**src/rtl/usb_pkg.sv**
```systemverilog
// Shared USB constants: PID bytes, packet kinds and the host transaction FSM states.
package usb_pkg;

   // PID byte is {~pid, pid}
   localparam logic [7:0] PID_OUT   = 8'hE1;
   localparam logic [7:0] PID_IN    = 8'h69;
   localparam logic [7:0] PID_DATA0 = 8'hC3;
   localparam logic [7:0] PID_ACK   = 8'hD2;
   localparam logic [7:0] PID_NAK   = 8'h5A;

   typedef enum logic [1:0] {
      KIND_TOKEN     = 2'd0,
      KIND_DATA      = 2'd1,
      KIND_HANDSHAKE = 2'd2
   } tx_kind_t;

   typedef enum logic [2:0] {
      ST_IDLE       = 3'd0,
      ST_SEND_TOKEN = 3'd1,
      ST_SEND_DATA  = 3'd2,
      ST_WAIT_HS    = 3'd3,
      ST_WAIT_DATA  = 3'd4,
      ST_SEND_ACK   = 3'd5,
      ST_DONE       = 3'd6
   } state_t;

   function automatic logic [7:0] make_pid(input logic [3:0] i_pid);
      return {~i_pid, i_pid};
   endfunction

endpackage

```
**src/rtl/usb_timeout_ctr.sv**
```systemverilog
// Response wait counter: counts up from 0 while enabled, saturates at
// TIMEOUT_CYCLES-1 and flags that terminal count as expired.
module usb_timeout_ctr
   import usb_pkg::*;
#(
   parameter int TIMEOUT_CYCLES = 255
) (
   input  logic clk,
   input  logic rst_L,
   input  logic i_clear,
   input  logic i_enable,
   output logic o_expired
);

   localparam int W = (TIMEOUT_CYCLES > 1) ? $clog2(TIMEOUT_CYCLES) : 1;
   localparam logic [W-1:0] TC = W'(TIMEOUT_CYCLES - 1);

   logic [W-1:0] r_cnt;

   // clear has priority; hold at terminal count once reached
   always_ff @(posedge clk) begin
      if (!rst_L) begin
         r_cnt <= '0;
      end else if (i_clear) begin
         r_cnt <= '0;
      end else if (i_enable && !o_expired) begin
         r_cnt <= r_cnt + W'(1);
      end
   end

   assign o_expired = (r_cnt == TC);

endmodule

```
**src/rtl/usb_txn_ctrl.sv**
```systemverilog
// USB host transaction controller: issues token / data / handshake packets
// for one OUT or IN transaction, waits for the device, and retries.
//
// state       | meaning
// ------------+---------------------------------------------------------
// IDLE        | ready for a request
// SEND_TOKEN  | presenting OUT/IN token to the packet encoder
// SEND_DATA   | presenting DATA0 with the OUT payload
// WAIT_HS     | waiting for the device handshake after OUT data
// WAIT_DATA   | waiting for DATA0 from the device after IN token
// SEND_ACK    | presenting ACK for received IN data
// DONE        | one-cycle completion pulse
module usb_txn_ctrl
   import usb_pkg::*;
#(
   parameter int TIMEOUT_CYCLES = 255,
   parameter int MAX_RETRY      = 8
) (
   input  logic        clk,
   input  logic        rst_L,
   input  logic        req_valid,
   output logic        req_ready,
   input  logic        req_dir,
   input  logic [6:0]  req_addr,
   input  logic [3:0]  req_endp,
   input  logic [63:0] req_data,
   output logic        tx_valid,
   input  logic        tx_ready,
   output logic [1:0]  tx_kind,
   output logic [7:0]  tx_pid,
   output logic [6:0]  tx_addr,
   output logic [3:0]  tx_endp,
   output logic [63:0] tx_data,
   input  logic        rx_valid,
   input  logic [7:0]  rx_pid,
   input  logic [63:0] rx_data,
   input  logic        rx_crc_ok,
   output logic        done,
   output logic        success,
   output logic [63:0] rd_data,
   output logic        busy
);

   localparam int AW = $clog2(MAX_RETRY + 1);

   state_t      r_state;
   state_t      w_next;
   logic        r_dir;
   logic [6:0]  r_addr;
   logic [3:0]  r_endp;
   logic [63:0] r_data;
   logic [AW-1:0] r_attempt;
   logic [AW-1:0] w_attempt_nxt;
   logic        r_success;
   logic [63:0] r_rd_data;
   tx_kind_t    w_kind;
   logic        w_tx_valid;
   logic        w_fail;
   logic        w_win;
   logic        w_rd_load;
   logic        w_in_wait;
   logic        w_expired;
   logic        w_accept;

   assign w_in_wait     = (r_state == ST_WAIT_HS) || (r_state == ST_WAIT_DATA);
   assign w_accept      = req_valid && req_ready;
   assign w_attempt_nxt = r_attempt + AW'(1);

   // counter is held at 0 outside the wait states so every wait starts from 0
   usb_timeout_ctr #(
      .TIMEOUT_CYCLES (TIMEOUT_CYCLES)
   ) u_timeout (
      .clk       (clk),
      .rst_L     (rst_L),
      .i_clear   (!w_in_wait),
      .i_enable  (w_in_wait && !rx_valid),
      .o_expired (w_expired)
   );

   // state register
   always_ff @(posedge clk) begin
      if (!rst_L) begin
         r_state <= ST_IDLE;
      end else begin
         r_state <= w_next;
      end
   end

   // next state, packet fields and attempt outcome
   always_comb begin
      w_next     = r_state;
      w_fail     = 1'b0;
      w_win      = 1'b0;
      w_rd_load  = 1'b0;
      w_tx_valid = 1'b0;
      w_kind     = KIND_TOKEN;
      tx_pid     = 8'h00;
      tx_addr    = 7'd0;
      tx_endp    = 4'd0;
      tx_data    = 64'd0;
      case (r_state)
         ST_IDLE: begin
            if (req_valid) w_next = ST_SEND_TOKEN;
         end
         ST_SEND_TOKEN: begin
            w_tx_valid = 1'b1;
            w_kind     = KIND_TOKEN;
            tx_pid     = r_dir ? PID_IN : PID_OUT;
            tx_addr    = r_addr;
            tx_endp    = r_endp;
            if (tx_ready) w_next = r_dir ? ST_WAIT_DATA : ST_SEND_DATA;
         end
         ST_SEND_DATA: begin
            w_tx_valid = 1'b1;
            w_kind     = KIND_DATA;
            tx_pid     = PID_DATA0;
            tx_data    = r_data;
            if (tx_ready) w_next = ST_WAIT_HS;
         end
         ST_WAIT_HS: begin
            if (rx_valid) begin
               case (rx_pid)
                  PID_ACK: begin
                     w_win  = 1'b1;
                     w_next = ST_DONE;
                  end
                  PID_NAK: w_fail = 1'b1;
                  default: w_fail = 1'b1;
               endcase
            end else if (w_expired) begin
               w_fail = 1'b1;
            end
         end
         ST_WAIT_DATA: begin
            if (rx_valid) begin
               if (rx_pid == PID_DATA0 && rx_crc_ok) begin
                  w_rd_load = 1'b1;
                  w_next    = ST_SEND_ACK;
               end else begin
                  w_fail = 1'b1;
               end
            end else if (w_expired) begin
               w_fail = 1'b1;
            end
         end
         ST_SEND_ACK: begin
            w_tx_valid = 1'b1;
            w_kind     = KIND_HANDSHAKE;
            tx_pid     = PID_ACK;
            if (tx_ready) begin
               w_win  = 1'b1;
               w_next = ST_DONE;
            end
         end
         ST_DONE: begin
            w_next = ST_IDLE;
         end
         default: begin
            w_next = ST_IDLE;
         end
      endcase
      if (w_fail) begin
         w_next = (w_attempt_nxt < AW'(MAX_RETRY)) ? ST_SEND_TOKEN : ST_DONE;
      end
   end

   // request latch, attempt count and result registers
   always_ff @(posedge clk) begin
      if (!rst_L) begin
         r_dir     <= 1'b0;
         r_addr    <= 7'd0;
         r_endp    <= 4'd0;
         r_data    <= 64'd0;
         r_attempt <= '0;
         r_success <= 1'b0;
         r_rd_data <= 64'd0;
      end else begin
         if (w_accept) begin
            r_dir     <= req_dir;
            r_addr    <= req_addr;
            r_endp    <= req_endp;
            r_data    <= req_data;
            r_attempt <= '0;
            r_success <= 1'b0;
            r_rd_data <= 64'd0;
         end
         if (w_fail)    r_attempt <= w_attempt_nxt;
         if (w_win)     r_success <= 1'b1;
         if (w_rd_load) r_rd_data <= rx_data;
      end
   end

   assign req_ready = (r_state == ST_IDLE) && rst_L;
   assign done      = (r_state == ST_DONE) && rst_L;
   assign tx_valid  = w_tx_valid && rst_L;
   assign tx_kind   = w_kind;
   assign busy      = (r_state != ST_IDLE);
   assign success   = r_success;
   assign rd_data   = r_rd_data;

endmodule

```
**config.mk**
```make
export PLATFORM = sky130hd
export DESIGN_NAME = usb_txn_ctrl
export DESIGN_NICKNAME = d
export VERILOG_FILES = /design/src/rtl/usb_pkg.sv /design/src/rtl/usb_timeout_ctr.sv /design/src/rtl/usb_txn_ctrl.sv
export SDC_FILE = /design/constraint.sdc
export NUM_CORES = 1
export LEC_CHECK = 0
export BUFFER_PORTS_ARGS = -buffer_cell sky130_fd_sc_hd__buf_2
export CORE_ASPECT_RATIO = 0.7
export CORE_MARGIN = 3
export CORE_UTILIZATION = 48
export DETAILED_ROUTE_END_ITERATION = 6
export PLACE_DENSITY = 0.92
export SKIP_CTS_REPAIR_TIMING = 1
export SYNTH_ARGS = -nofsm -noshare
export SYNTH_HDL_FRONTEND = slang
export SYNTH_SLANG_ARGS = --single-unit
```
**constraint.sdc**
```tcl
create_clock -name clk -period 3.1 [get_ports clk]
set_clock_uncertainty 0.2 [all_clocks]
set_input_delay 0.93 -clock clk [delete_from_list [all_inputs] [get_ports clk]]
set_output_delay 0.93 -clock clk [all_outputs]
set_load 0.02 [all_outputs]
```
### Word-level counts from Yosys, hierarchy flattened

Cells that the tools add are included.

* register bits: 156
* input port bits: 154
* output and inout bits: 154
* logic and storage cells: 85

* $add $sub $neg: 2
* order comparisons: 1
* eq/ne operators: 17
* muxes and demuxes: 38
* reductions and logical operators: 18

Operators by type and width (count)
* 64-bit two-way mux: 3
* 3-bit two-way mux: 11
* 8-bit == test, second input constant: 3
* 8-bit case mux with 3 select lines: 1
* 3-bit != test, second input constant: 6
* 3-bit case mux with 6 select lines: 1
* 1-bit two-way mux: 14
* 4-bit two-way mux: 3
* 3-bit == test, second input constant: 3
* 8-bit by 1-bit adder with 8-bit output, second input constant: 1
* 8-bit two-way mux: 1
* 8-bit AND reduction: 1
* 1-bit logical AND: 7
* 7-bit two-way mux: 1
* 3-bit by 2-bit == test with 1-bit output, second input constant: 2
* 3-bit by 2-bit != test with 1-bit output, second input constant: 2
* 2-bit nonzero test: 3
* 4-bit by 1-bit adder with 4-bit output, second input constant: 1
* 4-bit < comparator, second input constant: 1
* 1-bit case mux with 2 select lines: 2
* 2-bit case mux with 2 select lines: 1
* 3-bit by 1-bit == test with 1-bit output, second input constant: 1
* 3-bit logical NOT: 1
* 3-bit nonzero test: 1
* other kinds (4): 5

### Logic depth before layout (Yosys ltp)

Gate-level depths: netlist of run 1.

* depth after elaboration: 7
* gate-level depth with buffers: 8
* depth with buffers taken out: 7

### Hierarchy

From an unflattened synthesis of run 1, not the netlist that was laid out.

* cells, all modules: 769
* area, all modules: 6301.0 um^2

By module, submodules not included
* usb_txn_ctrl: times used 1, cells each 718, area an instance 5841.9 um^2, seq. area each 2962.8 um^2
* usb_timeout_ctr: times used 1, cells each 51, area an instance 459.2 um^2, seq. area each 160.2 um^2

### Least setup slack after synthesis of run 1

No wires, ideal clock.

* kind: input-to-output
* from: input port rst_L
* to: output port tx_valid
* arrival time: 1945 ps
* required time: 1970 ps
* slack: 25 ps
* cell stages on the path: 4
* path buffers: 3
* path through: clkbuf_1 clkbuf_1 clkbuf_1 and2_1

* cells in the longest elaborated chain, start to end: 1

Ends and longest elaborated chain
* start: declaration: line usb_txn_ctrl.sv:20 `input logic rst_L,`
* 1-bit logical AND: line usb_txn_ctrl.sv:195 `assign tx_valid = w_tx_valid && rst_L;`
* end: declaration: line usb_txn_ctrl.sv:27 `output logic tx_valid,`

No other way between the ends.

### Worst setup path after layout of run 1

* from: register r_state[1]
* to: output port tx_data[40]

* cells in the longest elaborated chain, start to end: 2

Ends and longest elaborated chain
* start: declaration: line usb_txn_ctrl.sv:46 `state_t r_state;`
* start signal: assignment: line usb_txn_ctrl.sv:85 `r_state <= w_next;`
* 3-bit by 2-bit == test with 1-bit output: line usb_txn_ctrl.sv:101 `case (r_state)`
* 64-bit two-way mux: line usb_txn_ctrl.sv:101
* end: declaration: line usb_txn_ctrl.sv:33 `output logic [63:0] tx_data,`

No other way between the ends.

==> flow_metrics.tcl, run 1 <==
set metrics [dict create \
    status "finished, final reports clean" \
    crit_path_max_fanout 40 \
    peakVddDrop_mv 0.3828 \
    drt-initial-drc-count 371 \
    h-tree-depth 4 \
    finalSetupViolCount 0 \
    post-dp-hpwl_mm 13.32 \
    reg2reg_from "r_state[0]$_SDFFE_PN0P_" \
    yosysWarnings 0 \
    maxCapViolCount 0 \
    grt_use_total_pct 22.41 \
    grt_max_degree 106 \
    path_cells "nand2b_1 > nor2_4 > buf_4 > and2_1 > buf_2" \
    seq_area_frac_synth_pct 44.79 \
    cts.sinks 156 \
    port_buffers 306 \
    fin_ws_ns 0.1359 \
    final-seq-area_um2 3123 \
    max_stage_delay_ns 0.41 \
    worst-path-stages 5 \
    synth_area_leader_cell "dfxtp_1" \
    cts_tree "done" \
    min_period_ns 2.964 \
    startpoint_type "flop" \
    path_buf_inv 2 \
    drc 0 \
    synth_top_area_share_pct 44.79 \
    power.density_nw_per_um2 613.3 \
    io_pins 308 \
    worst_slew_pin_slew_ns 0.9547 \
    setup_tns_ns 0 \
    synth-xor-area-share_pct 0.8792 \
    grt_pass1_vias 6187 \
    finalHoldViolations 0 \
    synth_simple_gate_area_share_pct 33.91 \
    reg2reg_setup_slack_ns 0.75 \
    final_nets 1269 \
    synth_area_um2 6973 \
    critPathLaunch "r_state[1]$_SDFFE_PN0P_" \
    synth-edff-count 0 \
    slew_headroom_pct 36.36 \
    die_w_um 150.1 \
    yosys-mux-area-fraction_pct 0.2871 \
    fillers 1164 \
    worstReg2RegEnd "rd_data[26]$_SDFFE_PN0P_" \
    arrival_ns 1.83 \
    timing.hold.ws_ns 0.2494 \
    yosys-top-cells-area "dfxtp_1 45%, nand2_1 12%, nand3_1 10%" \
    clock_path_buffers 2 \
    fp.dieH_um 106.8 \
    r2r_cells 7 \
    path_delay_family "simple AND/OR/NAND/NOR gates" \
    cp.required_ns 1.97 \
    postSynth.asyncResetShare_pct 0 \
    dieArea_um2 16030 \
    path_clk_slew_ns 0.07 \
    drt-total-wl_mm 18.81 \
    synth_ff_type "dfxtp_1" \
    syn_avg_cell_area_um2 8.291 \
    gp_congestion 0.7868 \
    yosysMostFrequentCell "nand2_1" \
    ant_nets 0 \
    cp-endpoint "tx_data[40]" \
    drive_above_1_share_pct 37.96 \
    yosysUniqueCellTypes 49 \
    dr.pass1.iters 7 \
    placementRows 36 \
    dp_slack_ns 0.1944 \
    vias_per_cell 5.068 \
    synth_compound_area_share_pct 13.53 \
    path_class "flop to primary output" \
    num_vias 6675 \
    clockRootBuffer "clkbuf_16" \
    synthAdderAreaFrac_pct 0.5383 \
    core_um2 14050 \
    synth.ff_latch_count 156 \
    start_util_pct 49.62 \
    antenna_found_initial 2 \
    crit_path_top_delay_cell "dfxtp_1" \
    grt-ovfl-total 0 \
    final_max_slew_viol_count 0 \
    synth_commonest_cells "226 x nand2_1, 156 x dfxtp_1, 145 x nand3_1" \
    numCtsBuffers 17 \
    max_freq_mhz 337.4 \
    fin_crit_sh_pct 95.62 \
    synth_top_family_by_area "simple AND/OR/NAND/NOR gates" \
    rsz0062_at_grt "no" \
    multi_input_area_um2 3448 \
    clk_latency_ns 0.41 \
    wl_per_cell_um 14.28 \
    leakage_nw 4.406 \
    cp-end-kind "primary output" \
    syn_inst 841 \
    syn_nets 998 \
    hp-class "flop to flop" \
    area_delta_synth_final_pct 30.81 \
    grt_pass1_wl_mm 29.63 \
]
## where the power goes
part,internal [mW],total [mW],switching (mW)
combinational,0.456,1.25,0.799
sequential,2.23,2.35,0.121
clock,1.08,1.99,0.902
total,3.77,5.59,1.82
## placed cells by master, fill, tap and decap left out, types with 5 or more instances in the layout
| cell | instances |
|---|---|
| a21boi_2 | 60 |
| a21boi_0 | 6 |
| nor2_1 | 14 |
| o21ai_0 | 7 |
| dfxtp_1 | 156 |
| a21oi_1 | 6 |
| buf_4 | 14 |
| nor3_1 | 7 |
| nand3_1 | 145 |
| inv_1 | 8 |
| nand2_1 | 225 |
| clkbuf_16 | 17 |
| xnor2_1 | 6 |
| buf_2 | 305 |
| inv_6 | 5 |
| and2_1 | 77 |
## state kept, by name, summed over array words and instances (netlist names)
signal / flops
r_attempt: 4
u_timeout.r_cnt: 8
r_addr: 7
r_state: 3
r_dir: 1
rd_data: 64
r_endp: 4
r_data: 64
success: 1
## per-layer routing
layer / vias up / track usage [%] / routed length (µm)
met4: 0 / 7.180 / 276
met3: 23 / 6.126 / 1500
met2: 241 / 38.32 / 9235
met1: 3101 / 27.48 / 7799
li1: 3310 / - / -
met5: - / 0 / 0
## kinds of logic after synthesis
family          count (synthesis)
compound gates                 96
mux                             2
other cells                     1
xor+xnor                        7
flops                         156
fa+ha+maj                       3
simple gates                  497
buf+inv                        79
## final cells by class
type	instances	area share (%)
multi-input cells	606	37.81
flip-flops and latches	156	34.24
repair buffers	323	18.77
clock buffers	18	4.815
well taps	190	2.606
clock inverters	14	1.385
inverters	8	0.3292
diodes	2	0.05487
## worst min-delay path: cells and delay by family, from the launching register on
kind	cells	cell delay (ns)
flip-flops	1	0.30
AND/OR/NAND/NOR	2	0.11
## per-stage QoR
step | instance area, µm² | power, mW | utilization, % | cells
after CTS | 9116 | 5.640 | 64.87 | 1315
after global routing | 9121 | 5.872 | 64.90 | 1317
after floorplan | 6973 | 3.203 | - | 841
after global placement | 8551 | 3.614 | 60.84 | 1283
after detailed placement | 8551 | 3.648 | 60.84 | 1283
final | 9121 | 5.594 | 64.90 | 1317
## worst min path at each step
| stage | from | to | slack, ns | cells past startpoint |
|---|---|---|---|---|
| after detailed placement | r_data[53]$_SDFFE_PN0P_ | r_data[53]$_SDFFE_PN0P_ | 0.24 | 2 |
| after global routing | r_data[61]$_SDFFE_PN0P_ | r_data[61]$_SDFFE_PN0P_ | 0.26 | 2 |
| after floorplan | r_addr[0]$_SDFFE_PN0P_ | r_addr[0]$_SDFFE_PN0P_ | 0.23 | 2 |
| final | r_data[5]$_SDFFE_PN0P_ | r_data[5]$_SDFFE_PN0P_ | 0.25 | 2 |
| after global placement | r_data[15]$_SDFFE_PN0P_ | r_data[15]$_SDFFE_PN0P_ | 0.24 | 2 |
| after CTS | r_data[26]$_SDFFE_PN0P_ | r_data[26]$_SDFFE_PN0P_ | 0.25 | 2 |
Power figures use the tool's default switching activity.
==> run 2, diff against run 1 <==
--- a/config.mk
+++ b/config.mk
@@ -11,6 +11,7 @@
 export CORE_UTILIZATION = 48
 export DETAILED_ROUTE_END_ITERATION = 6
 export PLACE_DENSITY = 0.92
+export RECOVER_POWER = 25
 export SKIP_CTS_REPAIR_TIMING = 1
 export SYNTH_ARGS = -nofsm -noshare
 export SYNTH_HDL_FRONTEND = slang
==> flow_metrics.tcl, run 2 (synthesized netlist as in run 1, its figures left out) <==
set metrics [dict create \
    dr.pass1.iters 7 \
    antenna_found_initial 2 \
    netSwitchingPower_mw 1.817 \
    grt_pass1_wl_mm 29.63 \
    clock_path_buffers 2 \
    path_class "flop to primary output" \
    internal_power_mw 3.768 \
    gp_congestion 0.7868 \
    final_max_slew_viol_count 0 \
    drt-initial-drc-count 379 \
    clock_power_share_pct 35.5 \
    final_nets 1269 \
    finalNonFillerCells 1317 \
    power_mw 5.585 \
    peakVddDrop_mv 0.3821 \
    slew_headroom_pct 30.58 \
    grt_use_total_pct 22.41 \
    setup_tns_ns 0 \
    min_period_ns 2.966 \
    crit_path_max_fanout 40 \
    arrival_ns 1.84 \
    dieArea_um2 16030 \
    finalHoldViolations 0 \
    path_clk_slew_ns 0.07 \
    vias_per_cell 5.074 \
    status "finished, final reports clean" \
    num_vias 6682 \
    p_comb_share_pct 22.3 \
    hp-class "flop to flop" \
    timing.hold.ws_ns 0.2493 \
    cts.sinks 156 \
    grt-ovfl-total 0 \
    cp-end-kind "primary output" \
    dp.cells 1283 \
    max_freq_mhz 337.2 \
    worst_slew_pin_slew_ns 1.039 \
    rsz0062_at_grt "no" \
    fin_crit_sh_pct 95.68 \
    seqPwrFrac_pct 42.1 \
    ant_nets 0 \
    clockRootBuffer "clkbuf_16" \
    port_buffers 306 \
    cp.required_ns 1.97 \
    fillers 1194 \
    final_cell_area_um2 9034 \
    layout_common_cells "244 x buf_2, 226 x nand2_1, 156 x dfxtp_1, 145 x nand3_1, 76 x and2_1" \
    die_w_um 150.1 \
    wl_per_cell_um 14.35 \
    power.density_nw_per_um2 618.3 \
    drt-total-wl_mm 18.91 \
    final_common_cell "buf_2" \
    placementRows 36 \
    io_pins 308 \
    start_util_pct 49.62 \
    drc 0 \
    postPlaceCellArea_um2 8551 \
    numCtsBuffers 17 \
    startpoint_type "flop" \
    drive_above_1_share_pct 32.36 \
    area_delta_synth_final_pct 29.55 \
    fp.dieH_um 106.8 \
    core_um2 14050 \
    leakage_nw 4.127 \
    cts_tree "done" \
    switching_share_pct 32.53 \
    finalSetupViolCount 0 \
    post-dp-hpwl_mm 13.32 \
    maxCapViolCount 0 \
    h-tree-depth 4 \
    clk_latency_ns 0.41 \
    grt_pass1_vias 6187 \
    grt_max_degree 106 \
]
==> run 2: changes by cell type in the layout (fill, tap and decap cells not counted), sizes merged <==
cell,previous run,this run
buf,323,262
clkbuf,18,79
==> run 2: metal layers <==
layer	routed length, µm	track usage, %	vias up	part of all wire (%)
met4	301	7.180	0	1.6
met5	0	0	-	0
li1	-	-	3312	-
met3	1433	6.126	25	7.6
met2	9265	38.32	245	49
met1	7904	27.48	3100	42
==> run 2: power groups by stage <==
stage	Clock (mW)	Sequential, mW	Combinational, mW
floorplan	0	2.35	0.855
global placement	0	2.38	1.24
detailed placement	0	2.39	1.26
CTS	2.03	2.35	1.26
global route	2.10	2.38	1.38
finish	1.98	2.35	1.25
==> run 2: cell type report <==
cell class / instances / area (µm²) / area share (%)
Antenna cell: 2 / 5.005 / 0.05540
Clock buffer: 18 / 439.2 / 4.861
Clock inverter: 14 / 126.4 / 1.399
Inverter: 8 / 30.03 / 0.3324
Multi-Input combinational cell: 606 / 3437 / 38.05
Sequential cell: 156 / 3123 / 34.57
Tap cell: 190 / 237.7 / 2.632
Timing Repair Buffer: 323 / 1635 / 18.10
==> run 2: final timing paths <==
| path | startpoint | to | slack (ns) | depth (start not counted) |
|---|---|---|---|---|
| worst max-delay path | r_state[1]$_SDFFE_PN0P_ | tx_data[40] | 0.13 | 5 |
| worst min-delay path | r_data[61]$_SDFFE_PN0P_ | r_data[61]$_SDFFE_PN0P_ | 0.25 | 2 |
| worst max register to register | r_state[0]$_SDFFE_PN0P_ | rd_data[61]$_SDFFE_PN0P_ | 0.26 | 7 |
| worst min register to register | r_data[61]$_SDFFE_PN0P_ | r_data[61]$_SDFFE_PN0P_ | 0.25 | 2 |
==> run 2: stage by stage <==
step	setup WS [ns]	util [%]
floorplan	0.02483	-
global placement	0.2353	60.84
detailed placement	0.1944	60.84
CTS	0.1315	64.87
global route	0.02373	64.28
finish	0.1340	64.28
==> run 2: worst max-delay path, stage by stage, from the launching register on <==
cell and delay [ns]:
dfxtp_1 0.41, nand2b_1 0.17, nor2_4 0.14, buf_4 0.32, and2_1 0.21, buf_2 0.17
